`src/rtl/mips_pkg.sv`:
```
// Shared regfile-write types and widths for the MIPS core.
// Used by the regfile, writeback stage, hazard unit and the write-port merger.
package mips_pkg;

  localparam int REG_ADDR_W = 5;
  localparam int DATA_W     = 32;
  localparam logic [REG_ADDR_W-1:0] REG_ZERO = 5'd0;

  typedef struct packed {
    logic                  we;
    logic [REG_ADDR_W-1:0] wa;
    logic [DATA_W-1:0]     wd;
  } rf_wr_t;

  // One queued long-latency result awaiting the write port.
  typedef struct packed {
    logic [REG_ADDR_W-1:0] wa;
    logic [DATA_W-1:0]     wd;
  } aux_ent_t;

  localparam int AUX_ENT_W = $bits(aux_ent_t);

endpackage

```
`src/rtl/rf_write_port_if.sv`:
```
// Bundle of the pipeline, issue, aux-result, regfile and scoreboard-query signals
// around the regfile write-port merger.
interface rf_write_port_if;
  import mips_pkg::*;

  logic                  pipe_we;
  logic [REG_ADDR_W-1:0] pipe_wa;
  logic [DATA_W-1:0]     pipe_wd;

  logic                  issue_valid;
  logic [REG_ADDR_W-1:0] issue_wa;
  logic                  issue_ready;

  logic                  aux_valid;
  logic [REG_ADDR_W-1:0] aux_wa;
  logic [DATA_W-1:0]     aux_wd;
  logic                  aux_ready;

  logic                  we3;
  logic [REG_ADDR_W-1:0] wa3;
  logic [DATA_W-1:0]     wd3;

  logic [REG_ADDR_W-1:0] qa1;
  logic [REG_ADDR_W-1:0] qa2;
  logic                  busy1;
  logic                  busy2;
  logic                  waw_err;

  modport slave (
    input  pipe_we, pipe_wa, pipe_wd,
    input  issue_valid, issue_wa,
    output issue_ready,
    input  aux_valid, aux_wa, aux_wd,
    output aux_ready,
    output we3, wa3, wd3,
    input  qa1, qa2,
    output busy1, busy2, waw_err
  );

  modport master (
    output pipe_we, pipe_wa, pipe_wd,
    output issue_valid, issue_wa,
    input  issue_ready,
    output aux_valid, aux_wa, aux_wd,
    input  aux_ready,
    input  we3, wa3, wd3,
    output qa1, qa2,
    input  busy1, busy2, waw_err
  );

endinterface

```
`src/rtl/rf_write_port_aux_fifo.sv`:
```
// Small synchronous FIFO holding aux results until the write port is free.
// Head is presented combinationally; push/pop are ignored when full/empty.
module aux_fifo #(
  parameter int DEPTH = 2,
  parameter int W     = 37
) (
  input  logic         clk,
  input  logic         reset,
  input  logic         i_push,
  input  logic         i_pop,
  input  logic [W-1:0] i_data,
  output logic [W-1:0] o_head,
  output logic         o_full,
  output logic         o_empty
);

  localparam int PTR_W = $clog2(DEPTH);
  localparam logic [PTR_W:0]   FULL_CNT = DEPTH[PTR_W:0];
  localparam logic [PTR_W:0]   CNT_ONE  = 1;
  localparam logic [PTR_W-1:0] PTR_ONE  = 1;

  logic [W-1:0]     r_mem [DEPTH];
  logic [PTR_W-1:0] r_wr_ptr;
  logic [PTR_W-1:0] r_rd_ptr;
  logic [PTR_W:0]   r_count;
  logic             w_push;
  logic             w_pop;

  assign o_full  = (r_count == FULL_CNT);
  assign o_empty = (r_count == '0);
  assign o_head  = r_mem[r_rd_ptr];
  assign w_push  = i_push && !o_full;
  assign w_pop   = i_pop && !o_empty;

  // Storage is left unreset; count and pointers alone define validity.
  always_ff @(posedge clk) begin
    if (w_push && !reset) r_mem[r_wr_ptr] <= i_data;
  end

  always_ff @(posedge clk) begin
    if (reset) begin
      r_wr_ptr <= '0;
      r_rd_ptr <= '0;
      r_count  <= '0;
    end else begin
      if (w_push) r_wr_ptr <= r_wr_ptr + PTR_ONE;
      if (w_pop)  r_rd_ptr <= r_rd_ptr + PTR_ONE;
      case ({w_push, w_pop})
        2'b10:   r_count <= r_count + CNT_ONE;
        2'b01:   r_count <= r_count - CNT_ONE;
        default: r_count <= r_count;
      endcase
    end
  end

endmodule

```
`src/rtl/rf_write_port.sv`:
```
// Regfile write-port merger: pipeline writeback has priority, aux results drain
// from a FIFO in idle cycles, and a pending scoreboard tracks outstanding aux writes.
module rf_write_port
  import mips_pkg::*;
#(
  parameter int AUX_DEPTH = 2
) (
  input logic           clk,
  input logic           reset,
  rf_write_port_if.slave bus
);

  localparam int PTR_W = $clog2(AUX_DEPTH);

  logic           w_full;
  logic           w_empty;
  logic           w_push;
  logic           w_pop;
  logic           w_issue_acc;
  aux_ent_t       w_aux_in;
  aux_ent_t       w_head;
  logic [AUX_ENT_W-1:0] w_head_bits;
  rf_wr_t         w_wr;
  logic [31:0]    r_pending;
  logic [31:0]    w_pending_nxt;
  logic           r_waw_err;

  initial begin : p_param_chk
    assert (AUX_DEPTH >= 2 && (1 << PTR_W) == AUX_DEPTH);
  end

  assign w_aux_in.wa = bus.aux_wa;
  assign w_aux_in.wd = bus.aux_wd;
  assign w_head      = aux_ent_t'(w_head_bits);

  aux_fifo #(
    .DEPTH (AUX_DEPTH),
    .W     (AUX_ENT_W)
  ) u_aux_fifo (
    .clk     (clk),
    .reset   (reset),
    .i_push  (w_push),
    .i_pop   (w_pop),
    .i_data  (w_aux_in),
    .o_head  (w_head_bits),
    .o_full  (w_full),
    .o_empty (w_empty)
  );

  // Handshakes are held low throughout reset so nothing is accepted into a state being cleared.
  assign bus.aux_ready   = !reset && !w_full;
  assign bus.issue_ready = !reset &&
                           (!r_pending[bus.issue_wa] || bus.issue_wa == REG_ZERO);
  assign w_push      = bus.aux_valid && bus.aux_ready;
  assign w_pop       = !reset && !bus.pipe_we && !w_empty;
  assign w_issue_acc = bus.issue_valid && bus.issue_ready;

  always_comb begin
    w_wr = '0;
    if (reset) begin
      w_wr = '0;
    end else if (bus.pipe_we) begin
      w_wr.we = (bus.pipe_wa != REG_ZERO);
      w_wr.wa = bus.pipe_wa;
      w_wr.wd = bus.pipe_wd;
    end else if (!w_empty) begin
      w_wr.we = (w_head.wa != REG_ZERO);
      w_wr.wa = w_head.wa;
      w_wr.wd = w_head.wd;
    end
  end

  assign bus.we3 = w_wr.we;
  assign bus.wa3 = w_wr.wa;
  assign bus.wd3 = w_wr.wd;

  // Clear-on-pop and set-on-issue never hit the same register: the issue is refused while pending.
  always_comb begin
    w_pending_nxt = r_pending;
    if (w_pop && w_head.wa != REG_ZERO)
      w_pending_nxt[w_head.wa] = 1'b0;
    if (w_issue_acc && bus.issue_wa != REG_ZERO)
      w_pending_nxt[bus.issue_wa] = 1'b1;
  end

  always_ff @(posedge clk) begin
    if (reset) begin
      r_pending <= '0;
      r_waw_err <= 1'b0;
    end else begin
      r_pending <= w_pending_nxt;
      if (bus.pipe_we && bus.pipe_wa != REG_ZERO && r_pending[bus.pipe_wa])
        r_waw_err <= 1'b1;
    end
  end

  assign bus.busy1   = r_pending[bus.qa1] && (bus.qa1 != REG_ZERO);
  assign bus.busy2   = r_pending[bus.qa2] && (bus.qa2 != REG_ZERO);
  assign bus.waw_err = r_waw_err;

endmodule

```
`src/flat_wrapper.sv`:
```
// flat-port wrapper written by rule: the top's interface ports become plain ports
module rf_write_port_flat import mips_pkg::*;
#(
  parameter int AUX_DEPTH = 2
)
  (clk, reset, bus_pipe_we, bus_pipe_wa, bus_pipe_wd, bus_issue_valid, bus_issue_wa, bus_issue_ready, bus_aux_valid, bus_aux_wa, bus_aux_wd, bus_aux_ready, bus_we3, bus_wa3, bus_wd3, bus_qa1, bus_qa2, bus_busy1, bus_busy2, bus_waw_err);
  rf_write_port_if bus_i ();
  input logic clk;
  input logic reset;
  input wire logic [$bits(bus_i.pipe_we)-1:0] bus_pipe_we;
  input wire logic [$bits(bus_i.pipe_wa)-1:0] bus_pipe_wa;
  input wire logic [$bits(bus_i.pipe_wd)-1:0] bus_pipe_wd;
  input wire logic [$bits(bus_i.issue_valid)-1:0] bus_issue_valid;
  input wire logic [$bits(bus_i.issue_wa)-1:0] bus_issue_wa;
  output wire logic [$bits(bus_i.issue_ready)-1:0] bus_issue_ready;
  input wire logic [$bits(bus_i.aux_valid)-1:0] bus_aux_valid;
  input wire logic [$bits(bus_i.aux_wa)-1:0] bus_aux_wa;
  input wire logic [$bits(bus_i.aux_wd)-1:0] bus_aux_wd;
  output wire logic [$bits(bus_i.aux_ready)-1:0] bus_aux_ready;
  output wire logic [$bits(bus_i.we3)-1:0] bus_we3;
  output wire logic [$bits(bus_i.wa3)-1:0] bus_wa3;
  output wire logic [$bits(bus_i.wd3)-1:0] bus_wd3;
  input wire logic [$bits(bus_i.qa1)-1:0] bus_qa1;
  input wire logic [$bits(bus_i.qa2)-1:0] bus_qa2;
  output wire logic [$bits(bus_i.busy1)-1:0] bus_busy1;
  output wire logic [$bits(bus_i.busy2)-1:0] bus_busy2;
  output wire logic [$bits(bus_i.waw_err)-1:0] bus_waw_err;
  assign bus_i.pipe_we = bus_pipe_we;
  assign bus_i.pipe_wa = bus_pipe_wa;
  assign bus_i.pipe_wd = bus_pipe_wd;
  assign bus_i.issue_valid = bus_issue_valid;
  assign bus_i.issue_wa = bus_issue_wa;
  assign bus_issue_ready = bus_i.issue_ready;
  assign bus_i.aux_valid = bus_aux_valid;
  assign bus_i.aux_wa = bus_aux_wa;
  assign bus_i.aux_wd = bus_aux_wd;
  assign bus_aux_ready = bus_i.aux_ready;
  assign bus_we3 = bus_i.we3;
  assign bus_wa3 = bus_i.wa3;
  assign bus_wd3 = bus_i.wd3;
  assign bus_i.qa1 = bus_qa1;
  assign bus_i.qa2 = bus_qa2;
  assign bus_busy1 = bus_i.busy1;
  assign bus_busy2 = bus_i.busy2;
  assign bus_waw_err = bus_i.waw_err;
  rf_write_port #(.AUX_DEPTH(AUX_DEPTH)) u_core (.clk(clk), .reset(reset), .bus(bus_i));
endmodule
```
`config.mk`:
```
export PLATFORM = sky130hd
export DESIGN_NAME = rf_write_port_flat
export DESIGN_NICKNAME = d
export VERILOG_FILES = /design/src/rtl/mips_pkg.sv /design/src/rtl/rf_write_port_if.sv /design/src/rtl/rf_write_port_aux_fifo.sv /design/src/rtl/rf_write_port.sv /design/src/flat_wrapper.sv
export SDC_FILE = /design/constraint.sdc
export NUM_CORES = 1
export LEC_CHECK = 0
export BUFFER_PORTS_ARGS = -buffer_cell sky130_fd_sc_hd__buf_2
export CORE_AREA = 2 2 113 115
export DETAILED_ROUTE_END_ITERATION = 10
export DIE_AREA = 0 0 115 117
export PLACE_DENSITY_LB_ADDON = 0.08
export SLEW_MARGIN = 15
export SYNTH_ARGS = -nofsm -noshare
export SYNTH_HDL_FRONTEND = slang
export SYNTH_SLANG_ARGS = --single-unit
```
`constraint.sdc`:
```
create_clock -name clk -period 3.4 [get_ports clk]
set_input_delay 0.68 -clock clk [delete_from_list [all_inputs] [get_ports clk]]
set_output_delay 0.68 -clock clk [all_outputs]
set_load 0.01 [all_outputs]
```
; Word level (Yosys, flattened, before mapping)
; Memories as Yosys holds them, arrays and structs flattened. A register that Yosys moved wholly into a read port is not among the register bits.
; Cells that the tools add are included.
[totals]
out_inout_bits = 43
wordCells = 76
ram_bits = 74
regBits = 37
n_memories = 1
[mem_list]
columns = name, words, width, read_ports, rd_clocked_by_memory_dff, write_ports, line_no
row1 = u_core.u_aux_fifo.r_mem, 2, 37, 1, 1, 1, rf_write_port_aux_fifo.sv:22  ; logic [W-1:0] r_mem [DEPTH];
[op_classes]
n_reduce_logical = 31
mux = 22
n_lt_le_gt_ge = 7
addsub = 4
n_eq_ne = 3
n_bitwise = 3
[ops]
columns = operator, count
row1 = $mux 38, 3
row2 = $mux 32, 2
row3 = $and 32x32->32, 1
row4 = $not 32->32, 1
row5 = $or 32x32->32, 1
row6 = $lt 5x6->1 const B, 5
row7 = $reduce_bool 5->1, 5
row8 = $bmux 1 s5, 4
row9 = $logic_and 1x1->1, 17
row10 = $demux 1 s5, 2
row11 = $ge 5x1->1 const B, 2
row12 = $mux 1, 10
row13 = $logic_not 1->1, 5
row14 = $logic_not 5->1, 1
row15 = $eq 2x2->1 const B, 2
row16 = $pmux 2 s2, 1
row17 = $add 1x1->1 const B, 2
row18 = $add 2x1->2 const B, 1
row19 = $eq 2x1->1 const B, 1
row20 = $logic_not 2->1, 1
row21 = $reduce_bool 2->1, 1
row22 = $sub 2x1->2 const B, 1
row23 = $logic_or 1x1->1, 1

; Longest topological paths before layout
[logic_depth]
ltp_word = 9
mapped_depth = 8

; Modules after synthesis
; A second synthesis with hierarchy kept.
[unflattened]
hier_cells = 498
area_unflattened_um2 = 5936.9
[modules_own_cells]
columns = module, seq_area_each_um2, n_inst, cells_per_inst, area_per_inst_um2
row1 = rf_write_port, 660.6, 1, 358, 3055.4
row2 = aux_fifo, 2322.2, 1, 140, 2881.5

; Worst setup path before layout
; Ideal clock, no wire load.
[synth_path]
kind = input port to flip-flop
from = in reset
to = mem u_core.u_aux_fifo.r_mem[0][0], enable pin
path_buffers = 1
stages = 4
arrival_time_ns = 2.888
path_slack_ns = 0.081
required_ns = 2.969
path_cell_list = buf_2 > a21oi_1 > nand2_1 > nor2_1
[synth_via]
elab_chain_cells = 7
[synth_rtl]
columns = item, line_no
row1 = "start, declared", flat_wrapper.sv:9  ; input logic reset;
row2 = $logic_not 1->1, rf_write_port.sv:51  ; assign bus.aux_ready = !reset && !w_full;
row3 = $logic_and 1x1->1, rf_write_port.sv:51
row4 = net bus_aux_ready, flat_wrapper.sv:19  ; output wire logic [$bits(bus_i.aux_ready)-1:0] bus_aux_ready;
row5 = $logic_and 1x1->1, rf_write_port.sv:54  ; assign w_push = bus.aux_valid && bus.aux_ready;
row6 = $logic_and 1x1->1, rf_write_port_aux_fifo.sv:32  ; assign w_push = i_push && !o_full;
row7 = $logic_and 1x1->1, rf_write_port_aux_fifo.sv:37  ; if (w_push && !reset) r_mem[r_wr_ptr] <= i_data;
row8 = $mux 1, rf_write_port_aux_fifo.sv:37
row9 = $mux 1 (implied by the code), rf_write_port_aux_fifo.sv:37
row10 = "end, declared", rf_write_port_aux_fifo.sv:22
; The timed path passes the listed nets, and every way through them passes these cells.

; Worst setup path in the final report
[layout_path]
from = in bus_qa2[0]
to = out bus_busy2
[layout_via]
elab_chain_cells = 3
word_cells_on_any_way = 4
[layout_rtl]
columns = item, line_no
row1 = "start, declared", flat_wrapper.sv:24  ; input wire logic [$bits(bus_i.qa2)-1:0] bus_qa2;
row2 = $bmux 1 s5, rf_write_port.sv:98  ; assign bus.busy2 = r_pending[bus.qa2] && (bus.qa2 != REG_ZERO);
row3 = $mux 1 (implied by the code), rf_write_port.sv:98
row4 = $logic_and 1x1->1 (*), rf_write_port.sv:98
row5 = "end, declared", flat_wrapper.sv:26  ; output wire logic [$bits(bus_i.busy2)-1:0] bus_busy2;
; Every way passes the cells marked *; elsewhere a longest branch is shown, timed or not. The select of a mux whose other input is x is not followed.

==> out/summary.txt <==
Hold Slack: 503 ps
Die width: 115 um
Yosys top cell area share: 36.9%
Main area contributors after synthesis: edfxtp_1 (37%), dfxtp_1 (13%), mux4_2 (9.7%)
Row Count: 41
Clock skew: 3.99 ps
Met1 usage: 30.8%
H-Tree Depth: 3
Met3 Use GR: 4.63%
Crit path max-delay family: multiplexers
Area leader, netlist: edfxtp_1
Commonest cells post-synth: nand2_1 (81), edfxtp_1 (74), mux2i_1 (53)
TritonCTS clock tree: done
DR vias/cell: 5.96
CTS buffer count: 9
CP Capture Type: output pin
FILL cells: 1045
Crit Path Class: in2out
Crit path cell chain: buf_2 > mux4_2 > mux4_2 > mux2_2 > buf_2
Mapped Cells: 519
Max FO, Critical Path: 9
First-pass GRT wire length: 24500 um
Core ar.: 0.0123 mm2
Die area: 0.0135 mm2
Fin. Hold Viols: 0
Initial DRC count: 363
Ratio of cells with drive above 1 in the final layout: 32.5%
Finish-stage setup viols: 0
Remaining global-route overflow: 0
Ports: 137
Post-Syn Area: 0.00602 mm2
Post-DP HPWL: 11700 um
Fin nets: 740
Netlist cell types: 49
Syn-to-layout area delta: 18.5%
Clock Latency Late Sink: 340 ps
Synth Area per Inst: 11.6 um2
HP Class: reg2reg
Slowest cell on crit path: mux4_2
Pin count of the biggest net entering global routing: 38
Worst Tran Pin Value: 839 ps
Max clock buf depth: 2
# DRC: 0
CP max stage delay: 540 ps
Status: complete, no violations
Leak pwr: 2.60 nW
Routed vias: 4766
Seq/Total Area, Yosys: 49.5%
Primary FF master, synth: edfxtp_1
Routing usage on met2: 40.8%
Setup TNS: 0 ps
Gr busiest metal: met2
Crit start category: primary input
Initial antenna violation count: 0
Routed wire per std cell: 20.1 um
Vias in the first global route: 4631
Starting Density: 48.9%
Critical path buffers and inverters: 2
Clock slew at reported path FFs: 70 ps
Pwr/cell area: 425 mW/mm2
I/O Buffers: 136
Post-DRT Antenna Nets: 0
Worst Path Required: 2720 ps
Maxcap violations: 0
Post-CTS setup buffers: 0
FFs w/ async S/R, synth: 0%
Fin crit share: 89.5%
Syn_nets: 614
Die H: 117 um
Most common cell in the netlist: nand2_1
Gr usage total: 24.0%
Fmax: 329 MHz
Ant. Diodes: 0
Final wirelength: 16100 um
Flop and latch count out of synthesis: 112
Drt pass-1 iters: 5
CTS Hold Buffers Added: 0
CTS root buf: clkbuf_16
Pins Over Slew Limit: 0
WP data arrival: 2360 ps
Placer Congestion: 0.881
Maximum vdd drop: 0.251 mV
Post-synth EDFFs: 74
Clock sink count: 112
Cts repair resizes: 0
RSZ-0062 raised after global routing: no
Slew margin rel.: 42.5%
Ys Warns: 0
Fin crit period: 3040 ps
placed cells by master, fill, tap and decap left out, types with 2 or more instances in the layout:
cell type and count:
o32ai_1 6, inv_1 12, dfxtp_1 37, nand2_1 81
edfxtp_1 74, nor3b_1 2, nand2b_1 6, a2111oi_2 3
a21oi_1 9, or3b_2 2, buf_2 136, clkbuf_16 9
nor3_1 4, o22ai_1 5, mux4_2 26, and2_1 2
buf_4 15, mux2i_1 53, xor2_1 3, nand3b_1 6
o31ai_1 23, nor2_1 17, nor2b_1 4, nand3_1 21
mux2_2 5, or3_1 2, clkinv_1 2, a32o_1 9
a2111oi_4 3, and3_1 3, a211o_1 4, o21ai_0 40
per-stage QoR:
step / utilization [%] / std cells / power (mW) / setup WS [ps] / area [um2]
finish: 57.9 / 800 / 3.03 / 356 / 7130
floorplan: - / 519 / 1.85 / 80.7 / 6020
global route: 57.9 / 800 / 3.14 / 282 / 7130
detailed placement: 55.6 / 784 / 2.04 / 342 / 6850
global placement: 55.6 / 784 / 2.02 / 416 / 6850
CTS: 57.9 / 800 / 3.05 / 345 / 7130
path summary, 6_finish.rpt:
path / startpoint / endpoint / slack (ps) / cells after the start
setup reg to reg: u_core.u_aux_fifo.r_count[0] / u_core.u_aux_fifo.r_count[1] / 1140 / 7
setup / recovery: bus_qa2[0] / bus_busy2 / 360 / 5
hold / removal: u_core.bus.waw_err / u_core.bus.waw_err / 500 / 2
hold reg to reg: u_core.bus.waw_err / u_core.bus.waw_err / 500 / 2
report_power, final:
group          total (mW)  internal, mW  switching [mW]  leakage [nW]
clock network        1.02         0.568           0.457         0.134
registers            1.54          1.51          0.0330         0.987
logic               0.466         0.192           0.274          1.48
total                3.03          2.27           0.764          2.60
flip-flops by register name, indices dropped and copies added, names as in the netlist, named ones only:
| register | flops |
|---|---|
| u_core.u_aux_fifo.r_mem | 74 |
| u_core.bus.waw_err | 1 |
| u_core.u_aux_fifo.r_wr_ptr | 1 |
| u_core.r_pending | 32 |
| u_core.u_aux_fifo.r_count | 2 |
| u_core.u_aux_fifo.r_rd_ptr | 1 |
worst reg2reg max path: cells and delay by family (launching register included):
kind            cells  cell delay [ps]
buf+inv             2              390
fa+ha+maj           1              320
compound gates      2              530
flops               1              370
simple gates        2              590
cells by family after synthesis:
group | after synthesis | synth area share [%]
buf+inv | 48 | 3.62
xor+xnor | 4 | 0.582
compound gates | 112 | 14.2
mux | 84 | 19.5
fa+ha+maj | 1 | 0.208
simple gates | 158 | 12.4
flops | 112 | 49.5
per-layer routing:
layer	share of wire (%)	vias up	wire length, um
met2	50	229	8020
met4	2.6	0	417
met1	41	2248	6550
met3	6.9	41	1110
met5	0	-	0
li1	-	2248	-
cell type report:
class | instances | area, um2 | area share (%)
tap | 150 | 188 | 2.63
sequential | 112 | 2980 | 41.8
clock inverter | 6 | 58.8 | 0.824
inverter | 12 | 45.0 | 0.631
timing repair buffer | 151 | 793 | 11.1
multi-input combinational | 359 | 2840 | 39.8
clock buffer | 10 | 229 | 3.21
Note: power is estimated with default switching activity, not from simulation.
